File: config.mk
export PLATFORM = sky130hd
export DESIGN_NAME = pio_cmd_engine_flat
export DESIGN_NICKNAME = d
export VERILOG_FILES = /design/src/rtl/pio_cmd_engine_if.sv /design/src/rtl/pio_cmd_engine.sv /design/src/flat_wrapper.sv
export SDC_FILE = /design/constraint.sdc
export NUM_CORES = 1
export LEC_CHECK = 0
export BUFFER_PORTS_ARGS = -buffer_cell sky130_fd_sc_hd__buf_2
export CAP_MARGIN = 20
export CORE_MARGIN = 2
export CORE_UTILIZATION = 35
export CTS_BUF_LIST = sky130_fd_sc_hd__clkbuf_2 sky130_fd_sc_hd__clkbuf_4 sky130_fd_sc_hd__clkbuf_8
export CTS_CLUSTER_SIZE = 10
export DETAILED_ROUTE_END_ITERATION = 8
export PLACE_DENSITY_LB_ADDON = 0.3
export SYNTH_ARGS = -nofsm -noshare
export SYNTH_HDL_FRONTEND = slang
export SYNTH_SLANG_ARGS = --single-unit
File: constraint.sdc
create_clock -name clk_clk -period 1.6 [get_ports clk_clk]
set_input_delay 0.32 -clock clk_clk [delete_from_list [all_inputs] [get_ports clk_clk]]
set_output_delay 0.32 -clock clk_clk [all_outputs]
set_load 0.005 [all_outputs]
File: src/rtl/pio_cmd_engine_if.sv
`default_nettype none
// ============================================================================
// Module      : pio_cmd_engine_if
// Description : Single-port synchronous frame-buffer RAM bus between the PIO
//               command engine (master) and the image memory (slave).
// Revision    : 1.0 - initial release
// ============================================================================
interface pio_cmd_engine_if #(
   parameter int ADDR_W = 17,
   parameter int DATA_W = 8
);
   logic [ADDR_W-1:0] mem_addr;
   logic [DATA_W-1:0] mem_wdata;
   logic              mem_we;
   logic [DATA_W-1:0] mem_rdata;

   modport master (
      output mem_addr,
      output mem_wdata,
      output mem_we,
      input  mem_rdata
   );

   modport slave (
      input  mem_addr,
      input  mem_wdata,
      input  mem_we,
      output mem_rdata
   );
endinterface
`default_nettype wire

File: src/rtl/pio_cmd_engine.sv
`default_nettype none
// ============================================================================
// Module      : pio_cmd_engine
// Description : Decodes HPS PIO instruction words launched on pio_enable
//               rising edges and runs NOP/WRITE/READ/FILL against the RAM.
//               Optional even-parity check on bit 28: PIO_CMD_PARITY_EN.
// Revision    : 1.0 - initial release
// ============================================================================
module pio_cmd_engine #(
   parameter int ADDR_W    = 17,
   parameter int DATA_W    = 8,
   parameter int MEM_DEPTH = 76800,
   parameter int RD_LAT    = 2
) (
   input  logic                       clk_clk,
   input  logic                       reset_reset,
   input  logic [ADDR_W+DATA_W+3:0]   pio_instruct,
   input  logic                       pio_enable,
   output logic [DATA_W-1:0]          pio_data_out,
   output logic [3:0]                 pio_flags,
   pio_cmd_engine_if.master           mem
);

   localparam int c_body_w = ADDR_W + DATA_W + 3;

   localparam logic [2:0] c_op_nop   = 3'd0;
   localparam logic [2:0] c_op_write = 3'd1;
   localparam logic [2:0] c_op_read  = 3'd2;
   localparam logic [2:0] c_op_fill  = 3'd3;

   localparam logic [2:0] c_st_idle      = 3'd0;
   localparam logic [2:0] c_st_decode    = 3'd1;
   localparam logic [2:0] c_st_write     = 3'd2;
   localparam logic [2:0] c_st_read_wait = 3'd3;
   localparam logic [2:0] c_st_fill      = 3'd4;
   localparam logic [2:0] c_st_nop       = 3'd5;
   localparam logic [2:0] c_st_done      = 3'd6;

   localparam logic [ADDR_W:0]   c_depth  = (ADDR_W+1)'(MEM_DEPTH);
   localparam logic [ADDR_W-1:0] c_last   = ADDR_W'(MEM_DEPTH - 1);
   localparam logic [2:0]        c_rd_lat = 3'(RD_LAT);

   logic [2:0]          r_state;
   logic                r_enable_q;
   logic [c_body_w-1:0] r_instr;
   logic [2:0]          r_cnt;
   logic                r_done;
   logic                r_op_err;
   logic                r_busy;
   logic                r_addr_err;
   logic [DATA_W-1:0]   r_data_out;
   logic [ADDR_W-1:0]   r_mem_addr;
   logic [DATA_W-1:0]   r_mem_wdata;
   logic                r_mem_we;

   logic                w_launch;
   logic [2:0]          w_op;
   logic [ADDR_W-1:0]   w_addr;
   logic [DATA_W-1:0]   w_data;
   logic                w_addr_ok;
   logic                w_parity_bad;

   assign w_launch  = pio_enable & ~r_enable_q;
   assign w_op      = r_instr[2:0];
   assign w_addr    = r_instr[3 +: ADDR_W];
   assign w_data    = r_instr[3+ADDR_W +: DATA_W];
   assign w_addr_ok = ({1'b0, w_addr} < c_depth);

`ifdef PIO_CMD_PARITY_EN
   logic r_parity;
   // Even parity over the full word: stored bit XOR body must be zero.
   assign w_parity_bad = r_parity ^ (^r_instr);
`else
   logic w_unused;
   assign w_unused     = pio_instruct[c_body_w];
   assign w_parity_bad = 1'b0;
`endif

   always_ff @(posedge clk_clk) begin
      if (reset_reset) begin
         r_state     <= c_st_idle;
         r_enable_q  <= 1'b1;
         r_instr     <= '0;
         r_cnt       <= '0;
         r_done      <= 1'b0;
         r_op_err    <= 1'b0;
         r_busy      <= 1'b0;
         r_addr_err  <= 1'b0;
         r_data_out  <= '0;
         r_mem_addr  <= '0;
         r_mem_wdata <= '0;
         r_mem_we    <= 1'b0;
`ifdef PIO_CMD_PARITY_EN
         r_parity    <= 1'b0;
`endif
      end else begin
         r_enable_q <= pio_enable;
         case (r_state)
            c_st_idle: begin
               if (w_launch) begin
                  r_instr    <= pio_instruct[c_body_w-1:0];
`ifdef PIO_CMD_PARITY_EN
                  r_parity   <= pio_instruct[c_body_w];
`endif
                  r_done     <= 1'b0;
                  r_op_err   <= 1'b0;
                  r_addr_err <= 1'b0;
                  r_busy     <= 1'b1;
                  r_state    <= c_st_decode;
               end
            end
            c_st_decode: begin
               if (w_parity_bad || (w_op > c_op_fill)) begin
                  r_op_err <= 1'b1;
                  r_state  <= c_st_done;
               end else if (((w_op == c_op_write) || (w_op == c_op_read)) && !w_addr_ok) begin
                  r_addr_err <= 1'b1;
                  r_state    <= c_st_done;
               end else begin
                  case (w_op)
                     // NOP spends one idle execute cycle so it matches WRITE timing.
                     c_op_nop: r_state <= c_st_nop;
                     c_op_write: begin
                        r_mem_addr  <= w_addr;
                        r_mem_wdata <= w_data;
                        r_mem_we    <= 1'b1;
                        r_state     <= c_st_write;
                     end
                     c_op_read: begin
                        r_mem_addr <= w_addr;
                        r_cnt      <= '0;
                        r_state    <= c_st_read_wait;
                     end
                     default: begin
                        r_mem_addr  <= '0;
                        r_mem_wdata <= w_data;
                        r_mem_we    <= 1'b1;
                        r_state     <= c_st_fill;
                     end
                  endcase
               end
            end
            c_st_write: begin
               r_mem_we <= 1'b0;
               r_state  <= c_st_done;
            end
            c_st_nop: begin
               r_state <= c_st_done;
            end
            c_st_read_wait: begin
               // Data is valid RD_LAT edges after the address; sample on the following edge.
               if (r_cnt == c_rd_lat) begin
                  r_data_out <= mem.mem_rdata;
                  r_state    <= c_st_done;
               end else begin
                  r_cnt <= r_cnt + 3'd1;
               end
            end
            c_st_fill: begin
               if (r_mem_addr == c_last) begin
                  r_mem_we <= 1'b0;
                  r_state  <= c_st_done;
               end else begin
                  r_mem_addr <= r_mem_addr + ADDR_W'(1);
               end
            end
            c_st_done: begin
               r_busy  <= 1'b0;
               r_done  <= 1'b1;
               r_state <= c_st_idle;
            end
            default: begin
               r_mem_we <= 1'b0;
               r_state  <= c_st_idle;
            end
         endcase
      end
   end

   assign pio_data_out  = r_data_out;
   assign pio_flags     = {r_addr_err, r_busy, r_op_err, r_done};
   assign mem.mem_addr  = r_mem_addr;
   assign mem.mem_wdata = r_mem_wdata;
   assign mem.mem_we    = r_mem_we;

endmodule
`default_nettype wire

File: src/flat_wrapper.sv
// flat-port wrapper written by rule: the top's interface ports become plain ports
module pio_cmd_engine_flat 
#(
   parameter int ADDR_W    = 17,
   parameter int DATA_W    = 8,
   parameter int MEM_DEPTH = 76800,
   parameter int RD_LAT    = 2
)
  (clk_clk, reset_reset, pio_instruct, pio_enable, pio_data_out, pio_flags, mem_mem_addr, mem_mem_wdata, mem_mem_we, mem_mem_rdata);
  pio_cmd_engine_if #(.ADDR_W(ADDR_W), .DATA_W(DATA_W)) mem_i ();
  input  logic clk_clk;
  input  logic reset_reset;
  input  logic [ADDR_W+DATA_W+3:0] pio_instruct;
  input  logic pio_enable;
  output logic [DATA_W-1:0] pio_data_out;
  output logic [3:0] pio_flags;
  output wire logic [$bits(mem_i.mem_addr)-1:0] mem_mem_addr;
  output wire logic [$bits(mem_i.mem_wdata)-1:0] mem_mem_wdata;
  output wire logic [$bits(mem_i.mem_we)-1:0] mem_mem_we;
  input wire logic [$bits(mem_i.mem_rdata)-1:0] mem_mem_rdata;
  assign mem_mem_addr = mem_i.mem_addr;
  assign mem_mem_wdata = mem_i.mem_wdata;
  assign mem_mem_we = mem_i.mem_we;
  assign mem_i.mem_rdata = mem_mem_rdata;
  pio_cmd_engine #(.ADDR_W(ADDR_W), .DATA_W(DATA_W), .MEM_DEPTH(MEM_DEPTH), .RD_LAT(RD_LAT)) u_core (.clk_clk(clk_clk), .reset_reset(reset_reset), .pio_instruct(pio_instruct), .pio_enable(pio_enable), .pio_data_out(pio_data_out), .pio_flags(pio_flags), .mem(mem_i));
endmodule
## After elaboration in Yosys (flattened, before gate mapping)

Cells that the tools add are included.

| operators by class | value |
|---|---|
| reductions and logical operators | 23 |
| magnitude comparators | 2 |
| bitwise logic cells | 6 |
| $add $sub $neg | 2 |
| equality and inequality tests | 22 |
| mux-type cells | 31 |

Operators by type and width:

| operator | number |
|---|---|
| $pmux 17 s2 | 2 |
| $mux 17 | 3 |
| $mux 3 | 9 |
| $add 17x1->17 const B | 1 |
| $eq 17x17->1 const B | 1 |
| $lt 17x17->1 const B | 1 |
| $pmux 3 s5 | 1 |
| $reduce_and 5->1 | 3 |
| $eq 3x2->1 const B | 4 |
| $ne 2x1->1 const B | 6 |
| $ne 2x2->1 const B | 6 |
| $eq 3x3->1 const B | 3 |
| $mux 1 | 9 |
| $pmux 3 s3 | 1 |
| $pmux 1 s2 | 4 |
| $reduce_and 4->1 | 2 |
| $reduce_bool 2->1 | 4 |
| $eq 3x1->1 const B | 2 |
| $logic_not 3->1 | 2 |
| $pmux 3 s2 | 1 |
| $reduce_and 2->1 | 3 |
| $reduce_and 3->1 | 2 |
| $reduce_or 2->1 | 3 |
| $not 1->1 | 5 |
| 8 further kinds | 8 |

| storage, ports and cells | value |
|---|---|
| register bits after elaboration | 73 |
| bits of input ports | 40 |
| logic and storage cells | 98 |

## Logic depth before layout (Yosys ltp)

| depth | value |
|---|---|
| word-level depth | 6 |
| gate-level depth with buffers | 8 |
| gate-level depth less buffers | 7 |

## Worst setup path after synthesis

No wires, ideal clock.

| timing path | value |
|---|---|
| path type | register to register |
| start point | register u_core.r_mem_addr[0] (netlist: u_core.mem.mem_addr[0]) |
| end point | register u_core.r_state[1] |
| arrival time | 1.701 ns |
| clock period less this slack | 1.771 ns |
| stages on the path, launching flop included | 7 |
| path slack | -0.171 ns |
| library setup time | 0.070 ns |
| path through | dfxtp_1 -> ha_1 -> nand3_1 -> nor2_2 -> a31oi_4 -> or3_1 -> a21oi_1 |

| on the way | value |
|---|---|
| cells in the longest elaborated chain, start to end | 3 |

RTL lines:

| element | line | text |
|---|---|---|
| from (decl) | pio_cmd_engine.sv:52 | `logic [ADDR_W-1:0] r_mem_addr;` |
| from (signal assigned) | pio_cmd_engine.sv:124 | `r_mem_addr <= w_addr;` |
| from (signal assigned) | pio_cmd_engine.sv:130 | `r_mem_addr <= w_addr;` |
| from (signal assigned) | pio_cmd_engine.sv:164 | `r_mem_addr <= r_mem_addr + ADDR_W'(1);` |
| $eq 17x17->1 | pio_cmd_engine.sv:160 | `if (r_mem_addr == c_last) begin` |
| $ne 2x1->1 (no line) | - |  |
| $reduce_and 3->1 (no line) | - |  |
| to (signal assigned) | pio_cmd_engine.sv:162 | `r_state <= c_st_done;` |
| to (signal assigned) | pio_cmd_engine.sv:170 | `r_state <= c_st_idle;` |
| to (signal assigned) | pio_cmd_engine.sv:174 | `r_state <= c_st_idle;` |
| to (decl) | pio_cmd_engine.sv:43 | `logic [2:0] r_state;` |

Every way passes these cells.
A chain may end at the register's enable or synchronous reset.

## Worst setup path in the final report

| timing path | value |
|---|---|
| start point | register u_core.r_state[2] |
| end point | register u_core.r_mem_addr[13] (netlist: u_core.mem.mem_addr[13]) |

| on the way | value |
|---|---|
| cells in the longest elaborated chain, start to end | 3 |
| elaborated cells between the ends (all ways) | 9 |
| those cells by class | eq/ne (6); mux (1); reduce/logical (2) |

RTL lines:

| element | line | text |
|---|---|---|
| from (signal assigned) | pio_cmd_engine.sv:81 | `r_state <= c_st_idle;` |
| from (signal assigned) | pio_cmd_engine.sv:109 | `r_state <= c_st_decode;` |
| from (signal assigned) | pio_cmd_engine.sv:115 | `r_state <= c_st_done;` |
| $eq 3x3->1 / $eq 3x1->1 (equally long branches) | pio_cmd_engine.sv:98 | `case (r_state)` |
| $ne 2x2->1 (no line) / $reduce_bool 2->1 (equally long branches) | - |  |
| $reduce_and 5->1 (no line) | - |  |

Parallel ways exist; a longest one is shown, timed or not.

==> reports/metrics.csv <==
metric;value;unit
synth_edf_count;0;
slew_violations;0;
cp-start-kind;flop;
finalWorstSetupSlack;-0.1228;ns
ys_ff_latch;73;
tightest_slew;0.5347;ns
layout.nets;638;
die_h;104.4;um
status;finished, violations left;
worstPathArrival;1.99;ns
violations;negative setup slack;
drt-wirelength-per-cell;16.24;um
clock_path_buffers;2;
grt_overflow;0;
vias_per_cell;5.255;
drc;0;
drtAntennaViolNets;0;
synth.cell_area;0.003527;mm^2
crit_chain;buf_6, buf_8, nor3b_4, buf_6, buf_12, nand2_1, a31oi_1, a221oi_4, a21oi_1;
drv_cap;0;
numPortBuffers;76;
reg2reg_from;u_core.r_state[2];
crit_required;1.87;ns
hpwl;7.727;mm
ys_types;56;
drive_gt1_share;46.00;%
final_cells;733;
ys_warn_count;0;
finalWirelength;11.91;mm
ir_drop;0.0005997;V
cts_htree_levels;3;
period_minus_slack;1.723;ns
clk_pin_slew;0.08;ns
slowest_delay;0.35;ns
syn_inst;428;
rows;36;
clock-root-buffer;clkbuf_8;
whs;0.1780;ns
p_per_area;1184;mW/mm^2
yosys.area.top_type;dfxtp_1;
min-delay-path-class;in -> reg;
clock-skew-final;0.01116;ns
synth_top_family_by_area;compound AO/OA/AOI/OAI gates;
clock_latency;0.35;ns
max_slew_margin;64.31;%
core_area;0.009774;mm^2
seq_area_frac_synth;41.43;%
synth_xor_area_share;0.4966;%
fin_crit_sh;107.7;%
synthMuxAreaShare;2.270;%
async_reset_ff_share;0;%
place_inst;679;
fill_cells;892;
worstReg2RegEnd;u_core.mem.mem_addr[13];
hold_viol;0;
holdPathEnd;u_core.r_enable_q;
hold_depth;2;
antenna_found_initial;0;
synth.most_common_cell;nand2_1;
synthTopCellsByCount;83 x nand2_1, 73 x dfxtp_1, 64 x a21oi_1;
avgSynthCellArea;8.241;um^2
area_growth;55.27;%
regToRegSetupSlack;-0.12;ns
rsz0062_at_grt;true;
finalSetupViolations;25;
crit_type;reg -> reg;
crit_path_frequent_cell;buf_6;
place_congestion;0.8890;
grt_pass1_wl;18.48;mm
grt_pass1_vias;3719;
syn_nets;471;
ios;78;
yosys.area.top_type_share;41.43;%
grt_max_degree;24;
slowest_stage;dfxtp_2;
tns;-1.086;ns
diodes;0;
tritoncts;yes;
dr.first_iter.drc_count;182;
r2r_cells;9;
fmax;0.5805;GHz
initial_core_util;36.09;%
numCtsBuffers;9;
die_width;104.4;um
ys_top_cells_by_area;dfxtp_1 41%, a21oi_1 9.1%, nand2_1 8.8%;
yosys.area_share.simple;21.92;%
synth_fa_ha_area_share;1.064;%
p_leak;0.002306;uW
grt_use_total;20.94;%
clkSinkCount;73;
min_from;pio_enable;
synth_compound_area_share;26.96;%
dieArea;0.01090;mm^2
vias;3852;
worstSetupEndpointType;flop;
crit_fanout;5;
synthFlopType;dfxtp_1;
detail_route.first_pass.iterations;4;
final_util;56.03;%
logic make-up (layout without fill, tap and decap cells):
kind of cell / count (synthesis) / in the layout
fa+ha+maj: 3 / 3
buf+inv: 47 / 218
simple gates: 162 / 162
mux: 8 / 8
flops: 73 / 73
compound gates: 133 / 134
xor+xnor: 2 / 2
routing by layer:
layer  share of wire, %  track usage, %  vias up
li1                   -               -     1859
met1                 44           27.71     1828
met2                 47           33.75      143
met3                5.3           3.822       22
met4                2.8           8.108        0
met5                  0               0        -
metrics by stage:
| step | area (um^2) | power, uW | setup WS [ns] |
|---|---|---|---|
| after global placement | 4609 | 4160 | -0.1381 |
| final | 5477 | 6485 | -0.1228 |
| after detailed placement | 4609 | 4211 | -0.1670 |
| after CTS | 5110 | 6073 | -0.06090 |
| after floorplan | 3593 | 3354 | -0.04430 |
| after global routing | 5477 | 6814 | -0.1773 |
area by class of cell:
cell class              count  area [um^2]  area share [%]
repair buffers            189         1426           26.05
clock inverters             6        66.31           1.211
well taps                 133        166.4           3.039
inverters                  13        48.80          0.8910
flip-flops and latches     73         1474           26.91
clock buffers              10        137.6           2.513
multi-input cells         309         2157           39.39
flip-flops by register name (all words and copies together), names as in the netlist:
| register | count |
|---|---|
| u_core.r_cnt | 3 |
| u_core.r_state | 3 |
| u_core.mem.mem_we | 1 |
| u_core.r_instr | 28 |
| u_core.mem.mem_wdata | 8 |
| u_core.r_busy | 1 |
| u_core.mem.mem_addr | 17 |
| u_core.r_enable_q | 1 |
| u_core.pio_data_out | 8 |
| u_core.r_addr_err | 1 |
| u_core.r_done | 1 |
| u_core.r_op_err | 1 |
power breakdown:
group	internal, uW	switching (uW)
clock	765	738
sequential	2000	142
combinational	1430	1410
total	4190	2290
worst max path at each step:
| stage | from | to | slack [ns] | cells after the start |
|---|---|---|---|---|
| floorplan | u_core.r_state[2] | u_core.mem.mem_addr[13] | -0.04 | 7 |
| global placement | u_core.r_state[2] | u_core.mem.mem_addr[9] | -0.14 | 5 |
| detailed placement | u_core.r_instr[16] | u_core.mem.mem_addr[9] | -0.17 | 6 |
| CTS | u_core.r_state[2] | u_core.mem.mem_addr[13] | -0.06 | 6 |
| global route | u_core.r_state[2] | u_core.mem.mem_addr[13] | -0.18 | 7 |
| finish | u_core.r_state[2] | u_core.mem.mem_addr[13] | -0.12 | 9 |
critical path: cells and delay by family, from the launching register on:
family / cells / cell delay [ns]
buffers and inverters: 4 / 0.50
DFF: 1 / 0.35
and+or+nand+nor: 2 / 0.33
AOI/OAI and AO/OA: 3 / 0.45
cells in the final DEF, fill, tap and decap left out, types with 10 or more instances in the layout:
master    count
dfxtp_1      65
inv_1        12
buf_4        85
nor2_1       24
buf_2        76
and3_1       11
clkbuf_8     10
o21ai_0      10
a21oi_1      60
buf_6        18
nand2_1      79
repair_timing:
action	CTS	global route
endpoints found under the setup margin	37	64
buffers inserted	24	12
hold buffers	0	0
gates resized for setup	29	47
pin swaps	17	18
cloned	2	2
Power figures use the tool's default switching activity.
